[config.mk]
export PLATFORM = sky130hd
export DESIGN_NAME = tpumac_db
export DESIGN_NICKNAME = d
export VERILOG_FILES = /design/src/rtl/tpumac_db.sv
export SDC_FILE = /design/constraint.sdc
export NUM_CORES = 1
export LEC_CHECK = 0
export CAP_MARGIN = 5
export CORE_MARGIN = 3
export CORE_UTILIZATION = 50
export DETAILED_ROUTE_END_ITERATION = 7
export HOLD_SLACK_MARGIN = 0.03
export MAX_ROUTING_LAYER = met4
export PLACE_DENSITY = 0.79
export SYNTH_ARGS = -nofsm -noshare
export SYNTH_HDL_FRONTEND = slang
export SYNTH_SLANG_ARGS = --single-unit
[constraint.sdc]
create_clock -name clk -period 6.95 [get_ports clk]
set_input_delay 1.39 -clock clk [delete_from_list [all_inputs] [get_ports clk]]
set_output_delay 1.39 -clock clk [all_outputs]
set_load 0.02 [all_outputs]
[src/rtl/tpumac_db.sv]
// tpumac_db: systolic MAC processing element with double-buffered accumulator.
//   Multiplies LANES A/B operand pairs per cycle and accumulates their sum into
//   the active bank. The shadow bank drains through the Cin->Cout chain while
//   the active bank keeps accumulating. Supports signed/unsigned operands,
//   saturating or wrapping arithmetic, and a sticky overflow flag per bank.
// Ports:
//   clk, rst_n         clock / async active-low reset
//   en, clr            accumulate enable; clr restarts the active bank
//   swap               exchange active/shadow banks at this edge
//   shift_en           shadow bank loads Cin/Cin_ovf (drain step)
//   sat_en, uns        saturate vs wrap; unsigned vs signed
//   Ain, Bin           packed operand lanes, lane i at [i*BITS_AB +: BITS_AB]
//   Cin, Cin_ovf       drain chain input from upstream PE
//   Aout, Bout         registered operand forwarding
//   Cout, Cout_ovf     shadow bank value / sticky flag
//   ovf_act            active bank sticky flag
//   bank               index of active bank

// One lane: signed or unsigned BITS_AB x BITS_AB product, sign-extended to W.
module tpumac_db_lane #(
  parameter int BITS_AB = 8,
  parameter int W       = 33
) (
  input  logic [BITS_AB-1:0] a,
  input  logic [BITS_AB-1:0] b,
  input  logic               uns,
  output logic [W-1:0]       p
);
  // One extra bit lets a single signed multiplier cover both modes.
  logic signed [BITS_AB:0]     a_x, b_x;
  logic signed [2*BITS_AB+1:0] prod;

  assign a_x  = {~uns & a[BITS_AB-1], a};
  assign b_x  = {~uns & b[BITS_AB-1], b};
  assign prod = a_x * b_x;
  assign p    = {{(W-2*BITS_AB-2){prod[2*BITS_AB+1]}}, prod};
endmodule

module tpumac_db #(
  parameter int BITS_AB = 8,
  parameter int BITS_C  = 16,
  parameter int LANES   = 1
) (
  input  logic                     clk,
  input  logic                     rst_n,
  input  logic                     en,
  input  logic                     clr,
  input  logic                     swap,
  input  logic                     shift_en,
  input  logic                     sat_en,
  input  logic                     uns,
  input  logic [LANES*BITS_AB-1:0] Ain,
  input  logic [LANES*BITS_AB-1:0] Bin,
  input  logic [BITS_C-1:0]        Cin,
  input  logic                     Cin_ovf,
  output logic [LANES*BITS_AB-1:0] Aout,
  output logic [LANES*BITS_AB-1:0] Bout,
  output logic [BITS_C-1:0]        Cout,
  output logic                     Cout_ovf,
  output logic                     ovf_act,
  output logic                     bank
);
  // Wide enough that no lane product, lane sum or acc+sum can overflow.
  localparam int W = BITS_C + 2*BITS_AB + $clog2(LANES) + 1;

  logic [LANES-1:0][W-1:0] prod;

  for (genvar g = 0; g < LANES; g++) begin : g_lane
    tpumac_db_lane #(.BITS_AB(BITS_AB), .W(W)) u_lane (
      .a   (Ain[g*BITS_AB +: BITS_AB]),
      .b   (Bin[g*BITS_AB +: BITS_AB]),
      .uns (uns),
      .p   (prod[g])
    );
  end

  // Banks are kept physically as active/shadow registers and their contents
  // exchanged on swap, so Cout comes straight off a flop.
  logic [BITS_C-1:0]        act_q, act_d, sh_q, sh_d;
  logic                     act_ovf_q, act_ovf_d, sh_ovf_q, sh_ovf_d;
  logic                     bank_q, bank_d;
  logic [LANES*BITS_AB-1:0] aout_q, aout_d, bout_q, bout_d;

  logic [W-1:0]        psum, base;
  logic signed [W-1:0] tsum, hi, lo;
  logic                ovf_now, res_ovf;
  logic [BITS_C-1:0]   res;
  logic [BITS_C-1:0]   act_c, sh_c;
  logic                act_ovf_c, sh_ovf_c;

  always_comb begin
    psum = '0;
    for (int i = 0; i < LANES; i++) psum = psum + prod[i];
    base = clr ? '0 : {{(W-BITS_C){~uns & act_q[BITS_C-1]}}, act_q};
    tsum = base + psum;
    hi   = uns ? {{(W-BITS_C){1'b0}}, {BITS_C{1'b1}}}
               : {{(W-BITS_C+1){1'b0}}, {(BITS_C-1){1'b1}}};
    lo   = uns ? '0 : {{(W-BITS_C+1){1'b1}}, {(BITS_C-1){1'b0}}};
    ovf_now = (tsum > hi) || (tsum < lo);
    res     = tsum[BITS_C-1:0];
    if (ovf_now && sat_en) res = (tsum > hi) ? hi[BITS_C-1:0] : lo[BITS_C-1:0];
    res_ovf = (~clr & act_ovf_q) | ovf_now;
  end

  // Compute and shift act on the pre-edge roles; swap then exchanges them.
  always_comb begin
    act_c     = en       ? res     : act_q;
    act_ovf_c = en       ? res_ovf : act_ovf_q;
    sh_c      = shift_en ? Cin     : sh_q;
    sh_ovf_c  = shift_en ? Cin_ovf : sh_ovf_q;
    act_d     = swap ? sh_c      : act_c;
    act_ovf_d = swap ? sh_ovf_c  : act_ovf_c;
    sh_d      = swap ? act_c     : sh_c;
    sh_ovf_d  = swap ? act_ovf_c : sh_ovf_c;
    bank_d    = bank_q ^ swap;
    aout_d    = en ? Ain : aout_q;
    bout_d    = en ? Bin : bout_q;
  end

  always_ff @(posedge clk or negedge rst_n) begin
    if (!rst_n) begin
      act_q     <= '0;
      sh_q      <= '0;
      act_ovf_q <= 1'b0;
      sh_ovf_q  <= 1'b0;
      bank_q    <= 1'b0;
      aout_q    <= '0;
      bout_q    <= '0;
    end else begin
      act_q     <= act_d;
      sh_q      <= sh_d;
      act_ovf_q <= act_ovf_d;
      sh_ovf_q  <= sh_ovf_d;
      bank_q    <= bank_d;
      aout_q    <= aout_d;
      bout_q    <= bout_d;
    end
  end

  assign Aout     = aout_q;
  assign Bout     = bout_q;
  assign Cout     = sh_q;
  assign Cout_ovf = sh_ovf_q;
  assign ovf_act  = act_ovf_q;
  assign bank     = bank_q;
endmodule

## Yosys cells after proc, flatten, opt, wreduce, memory -nomap -nowiden

Index checks and enable logic that the tools add are counted.

| word-level totals | value |
|---|---|
| input port bits | 41 |
| bits in registers | 51 |
| latch bits | 0 |
| bits in writable memories | 0 |
| output and inout bits | 35 |
| word-level logic and storage cells | 34 |
| memories | 0 |
| bits in read-only memories | 0 |

| cells by class | value |
|---|---|
| reduce and logical (&&, ||, !) cells | 2 |
| shift-type cells | 0 |
| divide/modulo/power cells | 0 |
| eq/ne operators | 0 |
| bitwise operators | 8 |
| multiply operators | 1 |
| multiplexer cells | 13 |
| add/sub/neg operators | 1 |
| $lt $le $gt $ge | 2 |

Operators by type and width:

| cell | count |
|---|---|
| two-way mux 16 bit | 7 |
| two-way mux 33 bit | 2 |
| adder 33 bit | 1 |
| > comparator 33 x 17 -> 1 bit | 1 |
| < comparator 33 bit | 1 |
| multiplier 9 x 9 -> 18 bit | 1 |
| bitwise AND 1 bit | 4 |
| two-way mux 1 bit | 4 |
| inverter 1 bit | 2 |
| logical AND 1 bit | 1 |
| logical OR 1 bit | 1 |
| bitwise OR 1 bit | 1 |
| bitwise XOR 1 bit | 1 |

## Longest topological paths before layout

Gate-level depths: netlist of the first run.

| logic depth | value |
|---|---|
| depth after elaboration | 10 |
| depth in mapped cells | 39 |
| depth with buffers taken out | 38 |

## Hierarchy

From an unflattened synthesis of the first run, not the netlist that was laid out.

| second synthesis, totals | value |
|---|---|
| cell total of the unflattened synthesis | 998 |
| area, all modules | 8277.9 µm² |

By module, submodules not included:

| module | area each (µm²) | cells each | times used |
|---|---|---|---|
| tpumac_db | 5076.1 | 630 | 1 |
| tpumac_db_lane | 3201.8 | 368 | 1 |

## Worst setup path after synthesis of the first run

Ideal clock, no wire load.

| timing | value |
|---|---|
| path type | input-to-reg |
| start | input port uns |
| end | register act_q[13] |
| cell stages on the path | 38 |
| arrival | 9.691 ns |
| data required time | 6.807 ns |
| library setup time | 0.143 ns |
| setup slack | -2.884 ns |
| cells stage by stage | inv_1 > nand2_1 > or2_2 > fa_1 > fa_1 > inv_1 > fa_1 > fa_1 > inv_1 > fa_1 > inv_1 > ha_1 > inv_1 > o21ai_0 > a21oi_1 > nand2b_1 > a21boi_0 > o31a_1 > [2 not listed] > ha_1 > a21o_1 > nand2b_1 > o32ai_2 > a21oi_2 > a31o_1 > buf_6 > o21ai_0 > ha_1 > a21oi_1 > o21ai_0 > or4b_2 > a2111oi_2 > o21ai_1 > clkbuf_1 > and3_1 > a21oi_1 > a22oi_1 |

| on the way | value |
|---|---|
| longest elaborated chain between the ends | 10 |
| elaborated cells between the ends (all ways) | 17 |
| classes of those cells | 1 x add/sub; 1 x mul; 2 x order compare; 7 x mux; 4 x bitwise; 2 x reduce/logical |

RTL lines:

| element | line | text |
|---|---|---|
| from (decl) | 51 | `input logic uns,` |
| inverter 1 bit | 33, 34, 94 |  |
| bitwise AND 1 bit, on equally long branches | 33, 34, 94 |  |
| multiplier 9 x 9 -> 18 bit / two-way mux 33 bit (equally long branches) | 35, 94 |  |
| adder 33 bit | 95 | `tsum = base + psum;` |
| > comparator 33 x 17 -> 1 bit / < comparator 33 bit (equally long branches) | 99, 101 |  |
| logical OR 1 bit | 99 | `ovf_now = (tsum > hi) \|\| (tsum < lo);` |
| logical AND 1 bit | 101 | `if (ovf_now && sat_en) res = (tsum > hi) ? hi[BITS_C-1:0] : lo[BITS_C-1:0];` |
| two-way mux 16 bit (*) | 101 |  |
| two-way mux 16 bit (*) | 107 | `act_c = en ? res : act_q;` |
| two-way mux 16 bit (*) | 111 | `act_d = swap ? sh_c : act_c;` |
| named net act_d[13] | 79 | `logic [BITS_C-1:0] act_q, act_d, sh_q, sh_d;` |
| to (signal assigned) | 130 | `act_q <= act_d;` |
| to (decl) | 79 |  |

The timed path passes the listed nets; every way through them passes the cells marked *.
A chain may end at the register's enable or synchronous reset.

## Worst setup path in the final report of the first run

| timing | value |
|---|---|
| start | input port uns |
| end | register act_q[15] |

The elaborated chain is that of the path after synthesis.

==> results.json, run 1 <==
{
  "io_buffers": 75,
  "grt_first_pass_wirelength_um": 32700,
  "synthMuxAreaShare_pct": 5.33,
  "cts_buffers": 5,
  "layout_common_cells": "151 x buf_4, 88 x inv_1, 74 x ha_1",
  "dpl_cell_area_sq_um": 9000,
  "setup.worst_path.class": "in2reg",
  "ctsHoldBuffers": 0,
  "synth.area.top_cells": "fa_1 20%, dfrtp_1 18%, ha_1 14%",
  "seqCellArea_sq_um": 1280,
  "synth_top_family_by_area": "adder cells",
  "final_common_cell": "buf_4",
  "fin_area_sq_um": 9640,
  "antenna_found_initial": 0,
  "period_needed_ns": 9.21,
  "synth_xor_area_share_pct": 3.85,
  "syn_to_final_growth_pct": 36.8,
  "syn_nets": 946,
  "critPathRequiredTime_ns": 7.08,
  "synth_ff_type": "dfrtp_1",
  "status": "finished with violations",
  "initial_core_util_pct": 52.2,
  "synth-seq-cells": 51,
  "yosysUniqueCellTypes": 63,
  "startpoint_type": "input pin",
  "cp-end-kind": "flop",
  "clkSlewWorstSetupHoldPaths_ns": 0.07,
  "die_y_um": 125,
  "die_w_um": 125,
  "holdCritPathClass": "reg2reg",
  "tritoncts": "built",
  "pre_cts_ws_ns": -3.05,
  "slew_violations": 0,
  "dp_cells": 1110,
  "insertion_delay_ns": 0.31,
  "setup_viol": 34,
  "totalWireLength_um": 20600,
  "grt_usage_pct": 26.1,
  "violations": "negative setup slack",
  "synthCells": 757,
  "tightest_slew_ns": 1.08,
  "fin_ws_ns": -2.26,
  "avgSynthCellArea_sq_um": 9.31,
  "synth_fa_ha_area_share_pct": 33.8,
  "antenna_cells": 0,
  "hold_viol_final": 0,
  "post_route_cells_drive_above_1_share_pct": 29.3,
  "synth-edff-count": 0,
  "clock-sinks": 51,
  "multiInputGateArea_sq_um": 5690,
  "synth-simple-area-share_pct": 15.0,
  "synth_compound_area_share_pct": 16.2,
  "finalNonFillerCells": 1136,
  "core-area_sq_um": 13500,
  "cts_root_buf": "clkbuf_16",
  "final_antenna_net_count": 0,
  "crit_path_frequent_cell": "fa_1",
  "grt-ovfl-total": 0,
  "routedWlPerCell_um": 18.1,
  "ys_seq_area_share_pct": 18.1,
  "crit_path_max_incr_delay_ns": 0.57,
  "crit_family": "adder cells",
  "cpMaxStageDelayCell": "fa_1",
  "grt_pass1_vias": 6713,
  "arrival_ns": 9.34,
  "fin_nets": 1148,
  "fillCellCount": 919,
  "skew_ns": 0.0105,
  "die-area_sq_um": 15600,
  "routed_via_density": 5.72,
  "rsz0062_at_grt": "yes",
  "maxSlewHeadroom_pct": 27.9,
  "ys_warn_count": 0,
  "cap_violations": 0,
  "num_rows": 42,
  "vias": 6494,
  "grt_max_degree": 52,
  "holdWs_ns": 0.481,
  "drt_drc_violations_left": 0,
  "place.gp.congestion": 0.934,
  "max_clock_freq_mhz": 109,
  "fin_crit_sh_pct": 132,
  "cts_buffer_depth": 2,
  "drt_pass1_iterations": 7,
  "yosysTopAreaCell": "fa_1",
  "io_pins": 76,
  "syn_area_sq_um": 7050,
  "htreeDepth": 2,
  "cp_num_buf_inv": 7,
  "synthArstFlopShare_pct": 100,
  "cp_max_fo": 8,
  "dp_hpwl_um": 15500,
  "synthDominantCellAreaShare_pct": 20.2,
  "drtIter0Drc": 462
}
[through the flow]
stage	util, %	setup TNS (ns)
after CTS	69.0	-69.39
after detailed placement	66.7	-100.51
after global routing	71.4	-84.56
final	71.4	-73.58
after global placement	66.7	-92.37
after floorplan	-	-64.36
[final cells by class]
type	count	share of cell area, %
inverters	94	3.70
clock inverters	2	0.169
clock buffers	6	1.34
multi-input cells	576	59.1
well taps	176	2.28
repair buffers	231	20.2
flip-flops and latches	51	13.2
[state kept, by name (all words and copies together), names as in the netlist]
name	flops
Cout	16
act_q	16
Aout	8
Bout	8
Cout_ovf	1
bank	1
ovf_act	1
[timing repair]
item / CTS / global route
cloned: 0 / 1
setup buffers: 7 / 11
endpoints found under the setup margin: 34 / 34
resized for setup: 65 / 52
pin swaps: 33 / 34
[kinds of logic (layout without fill, tap and decap cells)]
family / count (synthesis) / in the layout
AO/OA/AOI/OAI: 160 / 161
flip-flops: 51 / 51
buffers and inverters: 131 / 333
AND/OR/NAND/NOR: 201 / 201
XOR/XNOR: 31 / 31
adder cells (fa/ha/maj): 148 / 148
multiplexers: 35 / 35
[cell usage after synthesis (all sizes together) (3+ instances only)]
cell type  number
a211oi          4
a21oi          37
clkbuf         29
mux2i          18
nor2           31
nand3           6
inv            93
xnor2          22
dfrtp          51
and3           15
and2           37
or2             5
fa             71
xor2            9
buf             8
a21boi          3
mux2           17
nand2          57
o31ai          10
a211o           4
a22oi          36
nand4           7
nand2b          8
o211ai          5
a2111oi         3
a31oi           3
o21ai          27
nor2b          23
o41ai           3
a21o            9
ha             77
[layer usage]
layer / GRT usage [%] / part of all wire, %
met3: 3.69 / 6.1
met5: - / 0
met1: 35.0 / 44
met2: 41.7 / 48
met4: 6.83 / 2.4
[worst paths after layout]
path                          start        end  slack (ns)  depth (start not counted)
max in group asynchronous     rst_n   Cout[11]        5.29                          2
setup / recovery                uns  act_q[15]       -2.26                         37
hold reg to reg                bank       bank        0.48                          1
setup reg to reg           act_q[0]  act_q[15]        2.15                         19
min in group asynchronous     rst_n   Cout_ovf        1.22                          2
hold / removal                 bank       bank        0.48                          1
Power of run 1 is left out: the tool's default activity adds up to more than one toggle a clock period on the data nets, which glitch-free logic cannot reach.
==> inputs of run 2 (changes only) <==
Settings changed: PLACE_DENSITY 0.79 to 0.72.
==> results.json, run 2 (same netlist as run 1, synthesis figures left out) <==
{
  "arrival_ns": 9.30,
  "rsz0062_at_grt": "yes",
  "ctsHoldBuffers": 0,
  "drt_pass1_iterations": 5,
  "cap_violations": 0,
  "final_common_cell": "buf_4",
  "clock-sinks": 51,
  "skew_ns": 0.00920,
  "holdCritPathClass": "reg2reg",
  "finalNonFillerCells": 1133,
  "fin_ws_ns": -2.21,
  "tritoncts": "built",
  "hold_viol_final": 0,
  "cp_max_fo": 8,
  "post_route_cells_drive_above_1_share_pct": 29.9,
  "layout_common_cells": "146 x buf_4, 87 x inv_1, 71 x ha_1",
  "routed_via_density": 5.53,
  "drt_drc_violations_left": 0,
  "dp_hpwl_um": 15000,
  "regToRegSetupSlack_ns": 2.20,
  "cts_buffer_depth": 2,
  "vias": 6265,
  "crit_family": "adder cells",
  "insertion_delay_ns": 0.30,
  "cp_num_buf_inv": 7,
  "die_y_um": 125,
  "tightest_slew_ns": 1.03,
  "pre_cts_ws_ns": -3.03,
  "crit_path_frequent_cell": "fa_1",
  "num_rows": 42,
  "max_clock_freq_mhz": 109,
  "setup_viol": 34,
  "io_pins": 76,
  "maxSlewHeadroom_pct": 31.4,
  "cpMaxStageDelayCell": "fa_1",
  "cts_buffers": 5,
  "io_buffers": 75,
  "status": "finished with violations",
  "initial_core_util_pct": 52.2,
  "core-area_sq_um": 13500,
  "die_w_um": 125,
  "place.gp.congestion": 1.02,
  "slew_violations": 0,
  "setup.worst_path.class": "in2reg",
  "antenna_cells": 0,
  "crit_path_max_incr_delay_ns": 0.57,
  "fillCellCount": 1006,
  "grt_pass1_vias": 6766,
  "syn_to_final_growth_pct": 36.2,
  "grt-ovfl-total": 0,
  "period_needed_ns": 9.16,
  "final_antenna_net_count": 0,
  "cts_root_buf": "clkbuf_16",
  "antenna_found_initial": 0,
  "grt_first_pass_wirelength_um": 32000,
  "htreeDepth": 2,
  "die-area_sq_um": 15600,
  "critPathRequiredTime_ns": 7.08,
  "grt_usage_pct": 25.2,
  "routedWlPerCell_um": 17.0,
  "violations": "negative setup slack",
  "fin_crit_sh_pct": 132,
  "grt_max_degree": 52,
  "startpoint_type": "input pin",
  "cp-end-kind": "flop",
  "drtIter0Drc": 413,
  "dp_cells": 1109,
  "fin_nets": 1145,
  "totalWireLength_um": 19200,
  "clkSlewWorstSetupHoldPaths_ns": 0.07
}
-- run 2: cell count changes in the layout (fill, tap and decap cells not counted), sizes merged --
cell,change
clkdlybuf4s15,-8
dlygate4sd2,-1
buf,-3
clkinvlp,-1
clkbuf,+8
clkinv,+2
-- run 2: final cells by class --
type / count / area (sq um) / area share, %
well taps: 176 / 220 / 2.30
clock buffers: 5 / 125 / 1.30
inverters: 94 / 357 / 3.72
clock inverters: 3 / 22.5 / 0.235
flip-flops and latches: 51 / 1280 / 13.3
multi-input cells: 576 / 5710 / 59.5
repair buffers: 228 / 1880 / 19.6
-- run 2: metal layers --
metal	GRT usage, %	wire length [um]
met3	2.92	782
met5	-	0
met4	6.38	603
met2	43.7	9640
met1	31.5	8200
-- run 2: path summary, 6_finish.rpt --
check | endpoint | depth (start not counted) | startpoint
max | Cout[11] | 38 | uns
max in group asynchronous | Cout[15] | 2 | rst_n
max reg2reg | Cout[11] | 21 | act_q[0]
min reg2reg | bank | 1 | bank
min | bank | 1 | bank
min in group asynchronous | Cout[4] | 2 | rst_n
-- run 2: metrics by stage --
stage	hold WS [ns]	utilization, %	setup TNS (ns)	area, sq um
after floorplan	0.546	-	-64.36	7170
after global placement	0.454	66.6	-91.50	9000
after detailed placement	0.460	66.6	-98.31	9000
after CTS	0.475	68.7	-73.06	9280
after global routing	0.506	71.0	-80.07	9590
final	0.475	71.0	-71.08	9590
-- run 2: timing repair --
action	4_1_cts	5_1_grt
endpoints found under the setup margin	34	34
buffers inserted	6	11
resized for setup	48	81
pin swaps	28	54
gates cloned	0	1
-- run 2: worst register-to-register path, delay by kind of cell, from the launching register on --
family	cells	cell delay, ns
adders and majority gates	3	0.91
and+or+nand+nor	5	0.87
xor gates and xnor gates	1	0.21
DFF	1	0.35
buffers and inverters	3	0.35
AOI/OAI and AO/OA	9	1.90
Power of run 2 is left out for the same reason.
